File: src/rtl/hazard_unit_if.sv
// hazard_unit_if: pipeline status in, stall/flush/forward controls out
// master: pipeline datapath, drives register ids and enables, reads controls
// slave : hazard_unit, reads pipeline status, drives controls
interface hazard_unit_if;
  logic [3:0] id_rn, id_rm, id_rd;
  logic       id_use_rn, id_use_rm, id_use_rd;
  logic       id_branch_taken;
  logic [3:0] ex_rd, mem_rd, wb_rd;
  logic       ex_rf_e, mem_rf_e, wb_rf_e;
  logic       ex_load;
  logic       mem_wait;
  logic       enable_pc, enable_ifid, S, if_flush, pipe_hold;
  logic [1:0] fwd_a, fwd_b, fwd_c;
  modport master (
    output id_rn, id_rm, id_rd, id_use_rn, id_use_rm, id_use_rd, id_branch_taken,
    output ex_rd, mem_rd, wb_rd, ex_rf_e, mem_rf_e, wb_rf_e, ex_load, mem_wait,
    input  enable_pc, enable_ifid, S, if_flush, pipe_hold, fwd_a, fwd_b, fwd_c
  );
  modport slave (
    input  id_rn, id_rm, id_rd, id_use_rn, id_use_rm, id_use_rd, id_branch_taken,
    input  ex_rd, mem_rd, wb_rd, ex_rf_e, mem_rf_e, wb_rf_e, ex_load, mem_wait,
    output enable_pc, enable_ifid, S, if_flush, pipe_hold, fwd_a, fwd_b, fwd_c
  );
endinterface

File: src/rtl/hazard_unit.sv
// hazard_unit: load-use stall, branch flush, mem-wait freeze and EX operand forwarding
// clk, reset (async active-low), cnt_clr (sync counter clear)
// hz (slave): ID sources, EX/MEM/WB destinations, controls enable_pc/enable_ifid/S/if_flush/pipe_hold/fwd_*
// stall_count, flush_count: saturating event counters, present only with HAZARD_PERF_CNT_EN defined
module hazard_unit #(
  parameter int CNT_W = 16
) (
  input  logic             clk,
  input  logic             reset,
  input  logic             cnt_clr,
  hazard_unit_if.slave     hz,
  output logic [CNT_W-1:0] stall_count,
  output logic [CNT_W-1:0] flush_count
);
  localparam logic [0:0] RUN    = 1'b0;
  localparam logic [0:0] BUBBLE = 1'b1;

  logic [0:0] state, state_nxt;
  logic       ex_ld_w, ex_alu_w;
  logic       hz_rn, hz_rm, hz_rd;
  logic       lu, stall, flush;
  logic [1:0] sel_a, sel_b, sel_c;

  function automatic logic [1:0] fwd_sel(
    input logic       use_r,
    input logic [3:0] r,
    input logic       ex_ok,
    input logic [3:0] ex_rd,
    input logic       mem_ok,
    input logic [3:0] mem_rd,
    input logic       wb_ok,
    input logic [3:0] wb_rd
  );
    return !use_r                     ? 2'b00 :
           (ex_ok  && ex_rd  == r)    ? 2'b01 :
           (mem_ok && mem_rd == r)    ? 2'b10 :
           (wb_ok  && wb_rd  == r)    ? 2'b11 : 2'b00;
  endfunction

  // a load in EX cannot forward its result yet; an ALU op in EX can
  assign ex_ld_w  = hz.ex_load && hz.ex_rf_e;
  assign ex_alu_w = hz.ex_rf_e && !hz.ex_load;

  assign hz_rn = hz.id_use_rn && ex_ld_w && hz.ex_rd == hz.id_rn;
  assign hz_rm = hz.id_use_rm && ex_ld_w && hz.ex_rd == hz.id_rm;
  assign hz_rd = hz.id_use_rd && ex_ld_w && hz.ex_rd == hz.id_rd;

  // BUBBLE masks detection so each load-use costs exactly one bubble
  assign lu    = state == RUN && (hz_rn || hz_rm || hz_rd);
  assign stall = !hz.mem_wait && lu;
  assign flush = !hz.mem_wait && !lu && hz.id_branch_taken;

  assign sel_a = fwd_sel(hz.id_use_rn, hz.id_rn, ex_alu_w, hz.ex_rd, hz.mem_rf_e, hz.mem_rd, hz.wb_rf_e, hz.wb_rd);
  assign sel_b = fwd_sel(hz.id_use_rm, hz.id_rm, ex_alu_w, hz.ex_rd, hz.mem_rf_e, hz.mem_rd, hz.wb_rf_e, hz.wb_rd);
  assign sel_c = fwd_sel(hz.id_use_rd, hz.id_rd, ex_alu_w, hz.ex_rd, hz.mem_rf_e, hz.mem_rd, hz.wb_rf_e, hz.wb_rd);

  // outputs are gated by reset directly so they take reset values without a clock edge
  assign hz.enable_pc   = !reset || (!hz.mem_wait && !lu);
  assign hz.enable_ifid = !reset || (!hz.mem_wait && !lu);
  assign hz.S           = reset && stall;
  assign hz.if_flush    = reset && flush;
  assign hz.pipe_hold   = reset && hz.mem_wait;
  assign hz.fwd_a       = reset ? sel_a : 2'b00;
  assign hz.fwd_b       = reset ? sel_b : 2'b00;
  assign hz.fwd_c       = reset ? sel_c : 2'b00;

  always_comb state_nxt = hz.mem_wait ? state : (lu ? BUBBLE : RUN);

  always_ff @(posedge clk or negedge reset)
    if (!reset) state <= RUN;
    else state <= state_nxt;

`ifdef HAZARD_PERF_CNT_EN
  always_ff @(posedge clk or negedge reset)
    if (!reset) begin
      stall_count <= '0;
      flush_count <= '0;
    end else if (cnt_clr) begin
      stall_count <= '0;
      flush_count <= '0;
    end else begin
      if (stall && !(&stall_count)) stall_count <= stall_count + 1'b1;
      if (flush && !(&flush_count)) flush_count <= flush_count + 1'b1;
    end
`else
  logic unused_cnt_clr;
  assign unused_cnt_clr = cnt_clr;
  assign stall_count    = '0;
  assign flush_count    = '0;
`endif
endmodule
File: src/flat_wrapper.sv
// flat-port wrapper written by rule: the top's interface ports become plain ports
module hazard_unit_flat 
#(
  parameter int CNT_W = 16
)
  (clk, reset, cnt_clr, stall_count, flush_count, hz_id_rn, hz_id_rm, hz_id_rd, hz_id_use_rn, hz_id_use_rm, hz_id_use_rd, hz_id_branch_taken, hz_ex_rd, hz_mem_rd, hz_wb_rd, hz_ex_rf_e, hz_mem_rf_e, hz_wb_rf_e, hz_ex_load, hz_mem_wait, hz_enable_pc, hz_enable_ifid, hz_S, hz_if_flush, hz_pipe_hold, hz_fwd_a, hz_fwd_b, hz_fwd_c);
  hazard_unit_if hz_i ();
  input  logic clk;
  input  logic reset;
  input  logic cnt_clr;
  output logic [CNT_W-1:0] stall_count;
  output logic [CNT_W-1:0] flush_count;
  input wire logic [$bits(hz_i.id_rn)-1:0] hz_id_rn;
  input wire logic [$bits(hz_i.id_rm)-1:0] hz_id_rm;
  input wire logic [$bits(hz_i.id_rd)-1:0] hz_id_rd;
  input wire logic [$bits(hz_i.id_use_rn)-1:0] hz_id_use_rn;
  input wire logic [$bits(hz_i.id_use_rm)-1:0] hz_id_use_rm;
  input wire logic [$bits(hz_i.id_use_rd)-1:0] hz_id_use_rd;
  input wire logic [$bits(hz_i.id_branch_taken)-1:0] hz_id_branch_taken;
  input wire logic [$bits(hz_i.ex_rd)-1:0] hz_ex_rd;
  input wire logic [$bits(hz_i.mem_rd)-1:0] hz_mem_rd;
  input wire logic [$bits(hz_i.wb_rd)-1:0] hz_wb_rd;
  input wire logic [$bits(hz_i.ex_rf_e)-1:0] hz_ex_rf_e;
  input wire logic [$bits(hz_i.mem_rf_e)-1:0] hz_mem_rf_e;
  input wire logic [$bits(hz_i.wb_rf_e)-1:0] hz_wb_rf_e;
  input wire logic [$bits(hz_i.ex_load)-1:0] hz_ex_load;
  input wire logic [$bits(hz_i.mem_wait)-1:0] hz_mem_wait;
  output wire logic [$bits(hz_i.enable_pc)-1:0] hz_enable_pc;
  output wire logic [$bits(hz_i.enable_ifid)-1:0] hz_enable_ifid;
  output wire logic [$bits(hz_i.S)-1:0] hz_S;
  output wire logic [$bits(hz_i.if_flush)-1:0] hz_if_flush;
  output wire logic [$bits(hz_i.pipe_hold)-1:0] hz_pipe_hold;
  output wire logic [$bits(hz_i.fwd_a)-1:0] hz_fwd_a;
  output wire logic [$bits(hz_i.fwd_b)-1:0] hz_fwd_b;
  output wire logic [$bits(hz_i.fwd_c)-1:0] hz_fwd_c;
  assign hz_i.id_rn = hz_id_rn;
  assign hz_i.id_rm = hz_id_rm;
  assign hz_i.id_rd = hz_id_rd;
  assign hz_i.id_use_rn = hz_id_use_rn;
  assign hz_i.id_use_rm = hz_id_use_rm;
  assign hz_i.id_use_rd = hz_id_use_rd;
  assign hz_i.id_branch_taken = hz_id_branch_taken;
  assign hz_i.ex_rd = hz_ex_rd;
  assign hz_i.mem_rd = hz_mem_rd;
  assign hz_i.wb_rd = hz_wb_rd;
  assign hz_i.ex_rf_e = hz_ex_rf_e;
  assign hz_i.mem_rf_e = hz_mem_rf_e;
  assign hz_i.wb_rf_e = hz_wb_rf_e;
  assign hz_i.ex_load = hz_ex_load;
  assign hz_i.mem_wait = hz_mem_wait;
  assign hz_enable_pc = hz_i.enable_pc;
  assign hz_enable_ifid = hz_i.enable_ifid;
  assign hz_S = hz_i.S;
  assign hz_if_flush = hz_i.if_flush;
  assign hz_pipe_hold = hz_i.pipe_hold;
  assign hz_fwd_a = hz_i.fwd_a;
  assign hz_fwd_b = hz_i.fwd_b;
  assign hz_fwd_c = hz_i.fwd_c;
  hazard_unit #(.CNT_W(CNT_W)) u_core (.clk(clk), .reset(reset), .cnt_clr(cnt_clr), .hz(hz_i), .stall_count(stall_count), .flush_count(flush_count));
endmodule
File: config.mk
export PLATFORM = sky130hd
export DESIGN_NAME = hazard_unit_flat
export DESIGN_NICKNAME = d
export VERILOG_FILES = /design/src/rtl/hazard_unit_if.sv /design/src/rtl/hazard_unit.sv /design/src/flat_wrapper.sv
export SDC_FILE = /design/constraint.sdc
export NUM_CORES = 1
export LEC_CHECK = 0
export ABC_AREA = 1
export CORE_MARGIN = 1
export CORE_UTILIZATION = 35
export DETAILED_ROUTE_END_ITERATION = 7
export PLACE_DENSITY = 0.86
export REMOVE_ABC_BUFFERS = 1
export SYNTH_ARGS = -nofsm -noshare
export SYNTH_HDL_FRONTEND = slang
export SYNTH_SLANG_ARGS = --single-unit
File: constraint.sdc
create_clock -name clk -period 5.1 [get_ports clk]
set_input_delay 1.53 -clock clk [delete_from_list [all_inputs] [get_ports clk]]
set_output_delay 1.53 -clock clk [all_outputs]
set_load 0.02 [all_outputs]
Word level (Yosys, flattened, before mapping)
Cells that the tools add are included.
{"block": "op_classes", "n_eq_ne": 9, "n_reduce_logical": 31, "n_mux": 16, "n_bitwise": 1}
{"cell": "equality test 4 bit", "n": 9}
{"cell": "two-way mux 2 bit", "n": 15}
{"cell": "logical AND 1 bit", "n": 24}
{"cell": "zero test 1 bit", "n": 4}
{"cell": "logical OR 1 bit", "n": 3}
{"cell": "two-way mux 1 bit", "n": 1}
{"cell": "inverter 1 bit", "n": 1}
{"block": "word_totals", "ff_bits": 1, "word_cells": 58}

Logic depth before layout (Yosys ltp)
{"block": "logic_depth", "ltp_word": 10, "ltp_mapped": 10, "depth_no_buf": 9}

Least setup slack after synthesis
OpenSTA, ideal clock, no wires.
{"block": "synth_timing", "path_kind": "in2out", "start": "input hz_id_rn[1]", "end": "output hz_enable_pc", "path_stages": 10, "arrival_time_ns": 2.419, "path_slack_ns": 1.151, "cell_sequence": "inv_1 -> nand2_1 -> nand2_1 -> nor2_1 -> nand3_1 -> nand3_2 -> nand2_1 -> nand2_1 -> nand2_1 -> buf_4"}
{"block": "synth_between", "elab_chain_len": 8}
{"item": "start, declared", "line_no": "flat_wrapper.sv:13", "source": "input wire logic [$bits(hz_i.id_rn)-1:0] hz_id_rn;"}
{"item": "equality test 4 bit", "line_no": "hazard_unit.sv:44", "source": "assign hz_rn = hz.id_use_rn && ex_ld_w && hz.ex_rd == hz.id_rn;"}
{"item": "logical AND 1 bit", "line_no": "hazard_unit.sv:44"}
{"item": "logical OR 1 bit (2 in series)", "line_no": "hazard_unit.sv:49", "source": "assign lu = state == RUN && (hz_rn || hz_rm || hz_rd);"}
{"item": "logical AND 1 bit", "line_no": "hazard_unit.sv:49"}
{"item": "zero test 1 bit"}
{"item": "logical AND 1 bit"}
{"item": "logical OR 1 bit"}
{"item": "end, declared", "line_no": "flat_wrapper.sv:28", "source": "output wire logic [$bits(hz_i.enable_pc)-1:0] hz_enable_pc;"}
No other way between the ends.

Final worst setup path
{"block": "layout_timing", "start": "input hz_id_rm[1]", "end": "output hz_fwd_b[1]"}
{"block": "layout_between", "elab_chain_len": 7}
{"item": "start, declared", "line_no": "flat_wrapper.sv:14", "source": "input wire logic [$bits(hz_i.id_rm)-1:0] hz_id_rm;"}
{"item": "equality test 4 bit", "line_no": "hazard_unit.sv:37", "source": "(wb_ok && wb_rd == r) ? 2'b11 : 2'b00;"}
{"item": "logical AND 1 bit", "line_no": "hazard_unit.sv:37"}
{"item": "two-way mux 2 bit", "line_no": "hazard_unit.sv:37"}
{"item": "two-way mux 2 bit", "line_no": "hazard_unit.sv:36", "source": "(mem_ok && mem_rd == r) ? 2'b10 :"}
{"item": "two-way mux 2 bit *", "line_no": "hazard_unit.sv:35", "source": "(ex_ok && ex_rd == r) ? 2'b01 :"}
{"item": "two-way mux 2 bit *", "line_no": "hazard_unit.sv:34", "source": "return !use_r ? 2'b00 :"}
{"item": "two-way mux 2 bit *", "line_no": "hazard_unit.sv:64", "source": "assign hz.fwd_b = reset ? sel_b : 2'b00;"}
{"item": "end, declared", "line_no": "flat_wrapper.sv:34", "source": "output wire logic [$bits(hz_i.fwd_b)-1:0] hz_fwd_b;"}
Mark *: on every way between the ends. The rest lies on a longest branch, timed or not.

==> results.json <==
{
  "required_ns": 3.57,
  "power_w": 0.0001188,
  "dp_cells": 273,
  "rsz0062_at_grt": "no",
  "regMostFlops": "u_core.state",
  "yosysSeqAreaShare": 0.02491,
  "synth_top_family_by_area": "simple AND/OR/NAND/NOR gates",
  "max_clock_freq_ghz": 0.2023,
  "reg_top3": "u_core.state (1)",
  "ys_warn_count": 0,
  "grt_pass1_wl_um": 4160,
  "portBuffers": 45,
  "setup_tns_ns": 0,
  "antenna_left": 0,
  "synth_simple_gate_area_share": 0.4396,
  "startpoint_type": "input port",
  "fp.coreArea_sq_um": 2734,
  "grt_pass1_vias": 1051,
  "grt_usage": 0.1594,
  "num_rows": 19,
  "dieArea_sq_um": 3089,
  "ys.flop_type": "dfrtp_1",
  "synth.top_cells.by_count": "nand2_1, buf_4, inv_1",
  "clk_latency_ns": 0,
  "die-width_um": 55.58,
  "finalCritPeriodShare": 0.9693,
  "synth.avg_cell_area_sq_um": 5.024,
  "die_y_um": 55.58,
  "synth_edf_count": 0,
  "min_period_ns": 4.944,
  "cp_max_fo": 5,
  "setup_viol": 0,
  "num-nets-final": 280,
  "ys_ff_latch": 1,
  "n_fill_cell": 296,
  "holdPathEnd": "u_core.state",
  "power_frac_comb": 0.929,
  "synth_top_area_cell": "nand2_1",
  "reg2reg_depth": 3,
  "finalClockSkew_ns": 0,
  "yosys-top-cells-area": "nand2_1, buf_4, inv_1, nor2_1, a21oi_1",
  "worstPathCellList": "clkdlybuf4s50_1, nor2_1, nor3_1, nand2_1, nor2_1, inv_1, a21oi_1, clkdlybuf4s50_1",
  "vias": 1188,
  "utilization": 0.4989,
  "power.switching_w": 0.00006592,
  "hold_depth": 2,
  "status": "completed",
  "multiInputGateArea_sq_um": 739.5,
  "postCtsHoldBufs": 0,
  "slew_violations": 0,
  "syn_to_final_growth_pct": 35.74,
  "synthMuxAreaShare": 0,
  "synth_xor_area_frac": 0.05230,
  "cp-end-kind": "primary output",
  "dp_hpwl_um": 2239,
  "cp_slowest_cell": "clkdlybuf4s50_1",
  "antenna_found_initial": 0,
  "internal_power_w": 0.00005293,
  "wl_per_cell_um": 9.454,
  "p_sw_frac": 0.5547,
  "drt_wl_total_um": 2581,
  "synth.most_common_cell": "nand2_1",
  "initial_core_util": 0.3675,
  "finalWeightedCongestion": 0.8297,
  "crit_arrival_ns": 3.41,
  "vdd_drop_max_mv": 0.05234,
  "pwr-share-seq": 0.071,
  "netlist_instances": 200,
  "yosysUniqueCellTypes": 22,
  "r2r-start": "u_core.state",
  "netlist.area_leader.share": 0.2540,
  "synthArstFlopShare": 1.000,
  "synth_area_sq_um": 1005,
  "stdcell_count": 273,
  "dr.pass1.iters": 4,
  "drc": 0,
  "largest_reg_flops": 1,
  "hold_viol": 0,
  "regArea_sq_um": 25.02,
  "critPathKind": "in -> out",
  "hp-start": "u_core.state",
  "final_layout_size_suffix_gt1_frac": 0.04959,
  "synth_adder_area_share": 0,
  "cpPeakStageDelay_ns": 0.61,
  "grt_start_max_net_pins": 11,
  "p_leak_nw": 0.7525,
  "dr.first_iter.drc_count": 21,
  "clk_pin_slew_ns": 0,
  "reg2reg_to": "u_core.state",
  "p_per_area_nw_per_um2": 87.14,
  "viasPerCell": 4.352,
  "reg2reg_slack_ns": 4.33,
  "overflow": 0,
  "hp-class": "reg -> reg",
  "num_io_pins": 79,
  "num_antenna_cells": 0,
  "clkPwrFrac": 0,
  "drv_cap": 0,
  "synth_compound_area_frac": 0.1245
}
worst max-delay path by stage:
stage	start	to	slack [ns]
after detailed placement	hz_id_rm[1]	hz_fwd_b[0]	0.12
after CTS	hz_id_rm[1]	hz_fwd_b[0]	0.12
after global placement	hz_id_rm[1]	hz_fwd_b[0]	0.13
final	hz_id_rm[1]	hz_fwd_b[1]	0.16
after global routing	hz_id_rd[2]	hz_enable_ifid	0.006
after floorplan	hz_id_rn[1]	hz_fwd_a[1]	1.20
power by group through the flow:
stage / Sequential [W] / Clock [W] / Combinational (W)
2_1_floorplan: 0.00000846 / 0 / 0.0000615
3_3_place_gp: 0.00000847 / 0 / 0.000108
3_5_place_dp: 0.00000850 / 0 / 0.000110
4_1_cts: 0.00000850 / 0 / 0.000110
5_1_grt: 0.00000851 / 0 / 0.000121
6_report: 0.00000849 / 0 / 0.000110
layer usage:
layer / vias up / wire [um] / global-route usage
li1: 635 / - / -
met1: 503 / 1097 / 0.1963
met2: 50 / 1337 / 0.3184
met3: 0 / 146 / 0.009302
met4: 0 / 0 / 0
met5: - / 0 / 0
logic make-up after synthesis:
group / Yosys count
compound gates: 24
other cells: 1
simple gates: 106
buf+inv: 62
flops: 1
xor+xnor: 6
cell type report:
cell class | instances | share of cell area
inverters | 28 | 0.07706
multi-input cells | 168 | 0.5422
flip-flops and latches | 1 | 0.01835
repair buffers | 45 | 0.3339
well taps | 31 | 0.02844
through the flow:
step / hold WS [ns] / area, sq um / worst slack [ns]
2_1_floorplan: 0.4447 / 869.6 / 1.199
3_3_place_gp: 0.4614 / 1359 / 0.1343
3_5_place_dp: 0.4881 / 1359 / 0.1165
4_1_cts: 0.4896 / 1359 / 0.1176
5_1_grt: 0.5035 / 1364 / 0.006141
6_report: 0.4767 / 1364 / 0.1564
worst max-delay path: cells and delay by family:
| family | cells | cell delay (ns) |
|---|---|---|
| buf+inv | 3 | 1.27 |
| simple gates | 4 | 0.49 |
| compound gates | 1 | 0.12 |
placed cells by master (no fill, tap or decap), drive strengths merged:
cell and count:
dlymetal6s2s 2, nand3 11, nand3b 1, or2 1
nor3 1, a21oi 11, xor2 2, o22ai 2
nand2 68, o21bai 1, o21ai 10, nand4 2
xnor2 4, nor2 22, conb 32, clkdlybuf4s50 43
dfrtp 1, inv 28
timing repair:
action | 4_1_cts | 5_1_grt
gates resized for setup | 0 | 2
setup buffers | 0 | 0
endpoints found under the setup margin | 0 | 2
Note: power is estimated with default switching activity, not from simulation.
==> RTL change 1 (config.mk and constraints unchanged) <==
`CNT_W` is set to 16 in 2 places; all go to 14.
--- a/src/rtl/hazard_unit.sv
+++ b/src/rtl/hazard_unit.sv
@@ -5,3 +5,3 @@
 module hazard_unit #(
-  parameter int CNT_W = 16
+  parameter int CNT_W = 14
 ) (
--- a/src/flat_wrapper.sv
+++ b/src/flat_wrapper.sv
@@ -3,3 +3,3 @@
 #(
-  parameter int CNT_W = 16
+  parameter int CNT_W = 14
 )
Interface: changed (resized flush_count and stall_count); port bits go from 79 to 75. No check against the original RTL was run, so the function may have changed too.
==> RTL change 1 against the original RTL <==
Sequential cell count is the same. Wire length fell by 4.0%. Worst setup slack better by 0.0077 ns. Area after synthesis decreased by 3.0%. Final area down 1.0%. Maximum frequency increased by 0.15%. Sequential power about the same. Total power down 2.5%. Highest routed layer unchanged.
==> RTL change 1: results <==
group,metric,value,unit
outcome,outcome,"complete, no violations",
worst_setup_path,rrSetupSlack,4.34,ns
layout,top_regs,"u_core.state: 1 flops",
global_routing,grt_use_total,0.1651,
yosys,synth-seq-area-share,0.02567,
clock_network,clkTransAtPathRegs,0,ns
yosys,synthDistinctLibCells,22,
layout,n_antenna_cell,0,
global_routing,grt_pass1_vias,965,
layout,layout-drive-gt1-share,0.05042,
routing,wl_per_cell,9.243,um
power_and_ir_drop,ir_drop,68.24,uV
power_and_ir_drop,p_leak,0.7580,nW
worst_setup_path,worstReg2RegEnd,"u_core.state$_DFFE_PN0N_",
routing,vias,1170,
layout,fill_cells,271,
placement,gp_congestion,0.8693,
yosys,synthTopCellsByCount,"nand2_1, buf_4, inv_1, nor2_1, a21oi_1",
global_routing,grt_pass1_wl,3781,um
routing,drt_iter0_markers,27,
worst_setup_path,slowest_delay,0.63,ns
placement,dp_hpwl,2128,um
worst_setup_path,cp_max_fo,6,
yosys,yosys-top-cells-area,"nand2_1, buf_4, inv_1",
layout,nNetsFinal,276,
worst_setup_path,critPathLaunch,"hz_wb_rd[3]",
worst_setup_path,crit_path_end,"hz_fwd_c[0]",
placement,placed_cell_area,1343,um^2
worst_setup_path,worstPathArrival,3.41,ns
[RTL change 1: cell count changes after synthesis]
| cell | unedited run | this run |
|---|---|---|
| buf_4 | 33 | 29 |
[RTL change 1: worst min path at each step]
stage                                   from                  endpoint  slack [ns]  depth (start not counted)
global placement    u_core.state$_DFFE_PN0N_  u_core.state$_DFFE_PN0N_        0.46                          2
finish              u_core.state$_DFFE_PN0N_  u_core.state$_DFFE_PN0N_        0.47                          2
detailed placement  u_core.state$_DFFE_PN0N_  u_core.state$_DFFE_PN0N_        0.47                          2
global route        u_core.state$_DFFE_PN0N_  u_core.state$_DFFE_PN0N_        0.52                          2
CTS                 u_core.state$_DFFE_PN0N_  u_core.state$_DFFE_PN0N_        0.48                          2
floorplan           u_core.state$_DFFE_PN0N_  u_core.state$_DFFE_PN0N_        0.44                          2
[RTL change 1: worst register-to-register path: cells and delay by family, from the launching register on]
| kind | cells | cell delay, ns |
|---|---|---|
| flops | 1 | 0.35 |
| simple gates | 3 | 0.35 |
[RTL change 1: metrics by stage]
step / setup WS (ns) / std cells / total power, mW
after floorplan: 1.199 / 193 / 0.06745
after global placement: 0.1135 / 268 / 0.1143
after detailed placement: 0.1162 / 268 / 0.1150
after CTS: 0.09647 / 268 / 0.1157
after global routing: 0.03895 / 268 / 0.1277
final: 0.1640 / 268 / 0.1159
[RTL change 1: cell type report]
class / instances / share of cell area
well taps: 30 / 0.02780
repair buffers: 45 / 0.3392
multi-input cells: 164 / 0.5366
flip-flops and latches: 1 / 0.01854
inverters: 28 / 0.07785
[RTL change 1: kinds of logic (layout without fill, tap and decap cells)]
kind of cell,count (synthesis),after routing,share of synthesized area
other,1,28,0.003847
buffers and inverters,58,73,0.3351
AO/OA/AOI/OAI,24,24,0.1284
XOR/XNOR,6,6,0.05391
AND/OR/NAND/NOR,106,106,0.4531
flip-flops,1,1,0.02567
[RTL change 1: metal layers]
| metal | track usage | vias up | share of wire |
|---|---|---|---|
| met4 | 0 | 0 | 0 |
| met5 | 0 | - | 0 |
| met3 | 0.008333 | 0 | 0.074 |
| met2 | 0.3052 | 46 | 0.46 |
| met1 | 0.2192 | 493 | 0.47 |
| li1 | - | 631 | - |
[RTL change 1: report_power, final]
part           switching, mW  total, mW  internal [mW]
Clock                      0          0              0
Sequential          0.000129    0.00848        0.00835
Combinational         0.0629      0.107         0.0445
Total                 0.0630      0.116         0.0529
==> RTL change 2 (config.mk and constraints unchanged) <==
Without the edit above. The option `HAZARD_PERF_CNT_EN` is turned on by a define.
--- a/src/rtl/hazard_unit.sv
+++ b/src/rtl/hazard_unit.sv
@@ -4,2 +4,4 @@
 // stall_count, flush_count: saturating event counters, present only with HAZARD_PERF_CNT_EN defined
+`define HAZARD_PERF_CNT_EN
+
 module hazard_unit #(
Check against the original RTL: not equivalent (a bounded check fails within 4 cycles, from zero or initial values and one cycle with reset low).
==> RTL change 2 against the original RTL <==
Wire length rose to 3.3 times the old value. Highest routed layer is now met4. Largest cell class unchanged. Total power rose to 5.1 times the old value. Final area increased to 2.9 times the old value. Sequential cell count grew 32. Area after synthesis rose to 2.8 times the old value. Worst setup slack better by 0.013 ns. Maximum frequency up 0.26%.
==> RTL change 2: results <==
group,metric,value,unit
worst_setup_path,cp_max_fo,4,
routing,post_drt_via_cell_ratio,5.071,
placement,placed_cell_area,3804,um^2
routing,drt_wl_total,8433,um
routing,drt_iter0_markers,134,
yosys,synthTopCellsByCount,"nand2_1, nor2_1, nand3_1, inv_1, dfrtp_1",
clock_network,postCtsSetupRepairBufs,0,
yosys,synth-seq-area-share,0.2891,
routing,vias,3235,
layout,fill_cells,796,
sta,finalHoldViolations,0,
yosys,synth.avg_cell_area,6.390,um^2
yosys,synthArstFlopShare,1.000,
global_routing,grt_use_total,0.2016,
yosys,yosys-top-cells-area,"dfrtp_1, nand2_1, nand3_1",
routing,drtPass1Iterations,5,
layout,layout-drive-gt1-share,0.08582,
layout,top_regs,"u_core.flush_count: 16 flops, u_core.stall_count: 16 flops, u_core.state: 1 flops",
placement,dpl.cell_count,630,
placement,gp_congestion,0.9560,
layout,nNetsFinal,573,
clock_network,clkTransAtPathRegs,0.07,ns
global_routing,grt_max_degree,33,
power_and_ir_drop,ir_drop,107.2,uV
global_routing,grt_pass1_vias,2945,
outcome,outcome,"complete, no violations",
power_and_ir_drop,power_density,156.7,nW/um^2
global_routing,grt_pass1_wl,13940,um
yosys,synthDistinctLibCells,35,
placement,io_buffers,78,
clock_network,clk_latency,0.29,ns
worst_setup_path,worstPathArrival,3.40,ns
==> RTL change 2: per-stage QoR <==
stage / hold slack, ns / worst slack (ns)
2_1_floorplan: 0.4443 / 0.6139
3_3_place_gp: 0.4641 / -0.1103
3_5_place_dp: 0.4711 / -0.07715
4_1_cts: 0.4897 / 0.03115
5_1_grt: 0.5162 / 0.003775
6_report: 0.4847 / 0.1693
==> RTL change 2: what timing repair did <==
item,4_1_cts,5_1_grt
resized for setup,5,7
endpoints found under the setup margin,6,6
hold endpoints to repair,0,0
==> RTL change 2: cell families after synthesis <==
| logic type | after synthesis | share of synthesized area |
|---|---|---|
| adder cells (fa/ha/maj) | 2 | 0.008759 |
| AO/OA/AOI/OAI | 39 | 0.07709 |
| flip-flops | 33 | 0.2891 |
| XOR/XNOR | 21 | 0.06439 |
| buffers and inverters | 62 | 0.09110 |
| AND/OR/NAND/NOR | 290 | 0.4696 |
==> RTL change 2: per-layer routing <==
layer / wire (um) / track usage / part of all wire / up-vias
met2: 3934 / 0.3352 / 0.47 / 123
li1: - / - / - / 1619
met3: 684 / 0.03777 / 0.081 / 8
met1: 3727 / 0.2700 / 0.44 / 1485
met4: 87 / 0.04688 / 0.010 / 0
met5: 0 / 0 / 0 / -
==> RTL change 2: worst max-delay path: stages <==
cell and delay [ns]:
clkdlybuf4s50_1 0.56, inv_1 0.11, nand2_1 0.07, nand2_1 0.07, nor2_1 0.19, nand3_1 0.12
nand3_2 0.10, nand2_4 0.09, nor2_8 0.09, inv_1 0.06, nor2_1 0.07, dlygate4sd2_1 0.33
==> RTL change 2: final timing paths <==
kind                                                    from                                 end  slack [ns]  depth (start not counted)
setup / recovery                                 hz_ex_rd[1]                                hz_S        0.17                         12
hold / removal                      u_core.state$_DFFE_PN0N_            u_core.state$_DFFE_PN0N_        0.48                          2
setup reg to reg           u_core.stall_count[0]$_DFFE_PN0P_  u_core.stall_count[14]$_DFFE_PN0P_        3.08                         10
hold reg to reg                     u_core.state$_DFFE_PN0N_            u_core.state$_DFFE_PN0N_        0.48                          2
max in group asynchronous                              reset  u_core.flush_count[10]$_DFFE_PN0P_        3.36                          2
min in group asynchronous                              reset            u_core.state$_DFFE_PN0N_        1.07                          1
==> RTL change 2: cell type report <==
cell class	count	share of cell area
Tap cell	102	0.03269
Clock inverter	2	0.002564
Multi-Input combinational cell	352	0.4548
Clock buffer	6	0.01859
Timing Repair Buffer	94	0.2327
Inverter	49	0.04712
Sequential cell	33	0.2115
==> RTL change 2: power breakdown <==
group          internal [mW]  total (mW)  leakage, nW  switching [mW]
logic                 0.0622       0.146         1.46          0.0837
registers              0.265       0.270        0.459         0.00502
clock network         0.0947       0.196       0.0450           0.101
total                  0.422       0.612         1.97           0.190
